## config.mk

```make
export PLATFORM = sky130hd
export DESIGN_NAME = pipe_hazard_ctrl
export DESIGN_NICKNAME = d
export VERILOG_FILES = /design/src/rtl/pipe_hazard_ctrl.sv
export SDC_FILE = /design/constraint.sdc
export NUM_CORES = 1
export LEC_CHECK = 0
export ABC_AREA = 1
export ABC_CLOCK_PERIOD_IN_PS = 4200
export BUFFER_PORTS_ARGS = -buffer_cell sky130_fd_sc_hd__buf_2
export CAP_MARGIN = 40
export CORE_MARGIN = 2
export CORE_UTILIZATION = 55
export CTS_BUF_LIST = sky130_fd_sc_hd__clkbuf_2
export CTS_CLUSTER_SIZE = 24
export DETAILED_ROUTE_END_ITERATION = 16
export PLACE_DENSITY = 0.86
export SYNTH_ARGS = -nofsm -noshare
export SYNTH_HDL_FRONTEND = slang
export SYNTH_SLANG_ARGS = --single-unit
```

## constraint.sdc

```tcl
create_clock -name clk -period 4.2 [get_ports clk]
set_input_delay 0.42 -clock clk [delete_from_list [all_inputs] [get_ports clk]]
set_output_delay 0.42 -clock clk [all_outputs]
set_load 0.05 [all_outputs]
```

## src/rtl/pipe_hazard_ctrl.sv

```systemverilog
// Stall/flush sequencer for the 5-stage pipeline: load-use bubbles, redirect squash, data-memory freeze.
// Outputs are combinational from state and inputs with zero latency; a pending dmem access freezes all stages until ack or timeout.
module pipe_hazard_ctrl #(
  parameter int MEM_TIMEOUT = 15,
  parameter int CNT_W       = 16
) (
  input  logic             clk,
  input  logic             rstn,
  input  logic [4:0]       id_rs1,
  input  logic [4:0]       id_rs2,
  input  logic             id_use_rs1,
  input  logic             id_use_rs2,
  input  logic             ex_MemRead,
  input  logic [4:0]       ex_rd,
  input  logic             mem_redirect,
  input  logic             mem_req,
  input  logic             dmem_ack,
  output logic             pc_hold,
  output logic             ifid_hold,
  output logic             ifid_flush,
  output logic             idex_hold,
  output logic             idex_flush,
  output logic             exmem_hold,
  output logic             exmem_bubble,
  output logic             dmem_valid,
  output logic             mem_timeout_err,
  output logic [CNT_W-1:0] stall_cycles
);

  typedef enum logic [1:0] {RUN, MEM_WAIT, ERROR} state_t;

  localparam logic [7:0] TO_W = 8'(MEM_TIMEOUT);

  state_t           state_q, state_d;
  logic [7:0]       wait_q, wait_d;
  logic             err_q, err_d;
  logic [CNT_W-1:0] stall_q, stall_d;
  logic             lu;

  assign lu = ex_MemRead && (ex_rd != 5'd0) &&
              ((id_use_rs1 && (id_rs1 == ex_rd)) || (id_use_rs2 && (id_rs2 == ex_rd)));

  always_comb begin
    state_d      = state_q;
    wait_d       = wait_q;
    err_d        = err_q;
    pc_hold      = 1'b0;
    ifid_hold    = 1'b0;
    ifid_flush   = 1'b0;
    idex_hold    = 1'b0;
    idex_flush   = 1'b0;
    exmem_hold   = 1'b0;
    exmem_bubble = 1'b0;
    dmem_valid   = 1'b0;
    case (state_q)
      RUN: begin
        if (mem_req && !dmem_ack) begin
          // Redirect and load-use wait until the freeze ends; their inputs stay stable meanwhile.
          pc_hold    = 1'b1;
          ifid_hold  = 1'b1;
          idex_hold  = 1'b1;
          exmem_hold = 1'b1;
          dmem_valid = 1'b1;
          state_d    = MEM_WAIT;
          wait_d     = 8'd1;
        end else if (mem_redirect) begin
          ifid_flush   = 1'b1;
          idex_flush   = 1'b1;
          exmem_bubble = 1'b1;
          dmem_valid   = mem_req;
        end else if (lu) begin
          pc_hold    = 1'b1;
          ifid_hold  = 1'b1;
          idex_flush = 1'b1;
          dmem_valid = mem_req;
        end else begin
          dmem_valid = mem_req;
        end
      end
      MEM_WAIT: begin
        pc_hold    = 1'b1;
        ifid_hold  = 1'b1;
        idex_hold  = 1'b1;
        exmem_hold = 1'b1;
        dmem_valid = 1'b1;
        if (dmem_ack) begin
          state_d = RUN;
          wait_d  = 8'd0;
        end else if (wait_q == TO_W) begin
          state_d = ERROR;
          err_d   = 1'b1;
        end else begin
          wait_d = wait_q + 8'd1;
        end
      end
      ERROR: begin
        pc_hold    = 1'b1;
        ifid_hold  = 1'b1;
        idex_hold  = 1'b1;
        exmem_hold = 1'b1;
      end
      default: state_d = RUN;
    endcase
    if (!rstn) begin
      pc_hold      = 1'b0;
      ifid_hold    = 1'b0;
      ifid_flush   = 1'b0;
      idex_hold    = 1'b0;
      idex_flush   = 1'b0;
      exmem_hold   = 1'b0;
      exmem_bubble = 1'b0;
      dmem_valid   = 1'b0;
    end
  end

  always_comb begin
    stall_d = stall_q;
    if (pc_hold && (stall_q != {CNT_W{1'b1}})) stall_d = stall_q + CNT_W'(1);
  end

  always_ff @(posedge clk or negedge rstn) begin
    if (!rstn) begin
      state_q <= RUN;
      wait_q  <= 8'd0;
      err_q   <= 1'b0;
      stall_q <= '0;
    end else begin
      state_q <= state_d;
      wait_q  <= wait_d;
      err_q   <= err_d;
      stall_q <= stall_d;
    end
  end

  assign mem_timeout_err = err_q;
  assign stall_cycles    = stall_q;

endmodule

```

==> impl_metrics.yaml <==
run_status:
  run_status: "finished clean"
critical_path:
  r2r-start: "state_q[1]"
  crit_path_frequent_cell: "inv_1"
  path_cells: "inv_1, ha_1, inv_1, nor4_1, nand3_1, nand2_2, buf_2"
  crit_slowest_cell: "dfrtp_1"
  cp.required_ns: 3.78
  critical_path_arrival_ns: 2.22
  reg2regPathDepth: 10
  cp.depth: 7
  crit_buf_inv: 3
  critPathMaxStageDelay_ns: 0.48
  critPathKind: "register to output port"
  cp-startpoint: "state_q[0]"
  crit_end: "ifid_hold"
  r2r-end: "wait_q[3]"
  path_delay_family: "simple AND/OR/NAND/NOR gates"
  r2r_slack_ns: 2.10
  cp_max_fo: 19
  startpoint_type: "register"
  worst_setup_path_end_kind: "output port"
global_route:
  overflow: 0
  antenna_found_initial: 0
  grt_use_total: 0.2231
  grt_max_degree: 29
  grt_pass1_vias: 1737
  grt_pass1_wl_microns: 7424
cells_and_area:
  nNetsFinal: 363
  syn_to_final_growth_pct: 13.51
  n_fill_cell: 348
  drive_gt1_frac: 0.1742
  antenna_cells: 0
timing:
  slew_headroom: 0.5673
  period_needed_ns: 2.641
  tightest_slew_ns: 0.6466
  setup_viol: 0
  finalCritPeriodShare: 0.6289
  hold_viol: 0
  timing.fmax_mhz: 378.6
  fin_skew_ns: 0.01756
  setup-tns-final_ns: 0
  slew_violations: 0
  rsz0062_at_grt: "false"
clock_network:
  clkTransAtPathRegs_ns: 0.25
  cts_hold_buf: 0
  cts_tree: "built"
  cts_buffers: 3
  h-tree-depth: 1
  cts_resized: 0
  cts_setup_buffers: 0
  clk_latency_ns: 0.35
  clkSinkCount: 27
  clockRootBuffer: "clkbuf_2"
  cts_buffer_depth: 2
pwr:
  ir_drop_v: 0.0003389
  p_total_mw: 1.015
  p_leak_nw: 1.267
  powerDensity_nw_per_um2: 457.5
logic_synthesis:
  async_flop_share: 1.000
  synth_cells: 289
  yosysMostFrequentCell: "nand2_1"
  synth_area_leaders: "dfrtp_1 (35%), nand2_1 (18%), nand3_1 (8.2%)"
  synth_nets: 318
  synth_edf_count: 0
  syn_area_per_cell_sq_um: 6.763
  synth_seq_area_share: 0.3457
  synthTopCellsByCount: "nand2_1 (95), inv_1 (39), nand3_1 (32)"
  ys_warn_count: 0
  synth.distinct_cells: 24
  ys_ff_latch: 27
  synth_largest_area_cell: "dfrtp_1"
  yosysTopAreaCellShare: 0.3457
  synth_flop_cell: "dfrtp_1"
  synth_area_sq_um: 1954
floorplan:
  core_area_sq_um: 3363
  dieHeight_microns: 63.61
  die_w_microns: 63.61
  start_util: 0.5811
  dieArea_sq_um: 4046
  rows: 21
  io_pins: 48
route:
  drc: 0
  drt_iter0_markers: 116
  dr.pass1.iters: 4
  antenna_left: 0
  vias_per_cell: 5.011
  wire_per_inst_microns: 10.49
  vias: 1899
  wl_microns: 3975
place:
  gp_congestion: 0.8817
  post-dp-hpwl_microns: 3129
  port_buffers: 47
flow_run:
  drv_cap: 0
min_path:
  worstHoldPathType: "input port to async pin"
[registers in the layout, indices dropped and copies added, names as in the netlist]
name	cells
stall_cycles	16
wait_q	8
state_q	2
mem_timeout_err	1
[layout make-up]
type	instances	area [sq um]	area share
inverter	39	146.4	0.06599
clock buffer	4	20.02	0.009024
tap	46	57.56	0.02594
timing repair buffer	47	235.2	0.1060
sequential	27	675.6	0.3046
multi-input combinational	216	1084	0.4884
[power by group]
part | internal, mW | switching (mW) | total [mW]
combinational | 0.140 | 0.420 | 0.560
clock | 0.0251 | 0.0751 | 0.100
sequential | 0.302 | 0.0529 | 0.355
total | 0.467 | 0.548 | 1.01
[worst min path at each step]
stage                     from                to  cells after the start
2_1_floorplan             rstn   mem_timeout_err                      0
3_3_place_gp   mem_timeout_err   mem_timeout_err                      1
3_5_place_dp   mem_timeout_err   mem_timeout_err                      1
4_1_cts                   rstn  stall_cycles[10]                      1
5_1_grt                   rstn         wait_q[4]                      1
6_report                  rstn  stall_cycles[10]                      1
[logic make-up after synthesis]
kind of cell | count (synthesis) | share of synthesized area
adders and majority gates | 6 | 0.03841
AOI/OAI and AO/OA | 18 | 0.04865
and+or+nand+nor | 176 | 0.3957
DFF | 27 | 0.3457
buffers and inverters | 46 | 0.09987
xor gates and xnor gates | 16 | 0.07171
[through the flow]
step	std cells	setup WS (ns)	util	area [sq um]	hold WS, ns
global placement	375	1.676	0.6536	2198	0.4461
global route	379	1.378	0.6596	2218	0.03271
CTS	379	1.555	0.6596	2218	0.02908
floorplan	289	1.901	-	1954	0.1244
finish	379	1.559	0.6596	2218	0.01726
detailed placement	375	1.675	0.6536	2198	0.4486
[placed cells by master, fill, tap and decap left out]
cell type  synthesis  final
nand2_2            1      1
nor2_2             1      1
xor2_1             9      9
nor3_1             7      7
o21bai_1           2      2
xnor2_1            7      7
dfrtp_1           27     27
nand2_4            1      1
nand3_2            1      1
o21ai_0           10     10
nand4_1            6      6
nand3_1           32     32
clkbuf_2           0      4
a21oi_1            6      6
nand4_4            1      1
buf_2              3     47
nor2_1            28     28
inv_1             39     39
nor2_4             1      1
nor4_1             1      1
or2_2              1      1
nand2_1           95     95
ha_1               6      6
[layer usage]
metal,global-route usage,routed length (microns)
met3,0.01786,214
met4,0.05978,41
met1,0.3201,1877
met5,0,0
met2,0.3618,1842
No activity file was read; power rests on OpenSTA's default activity.
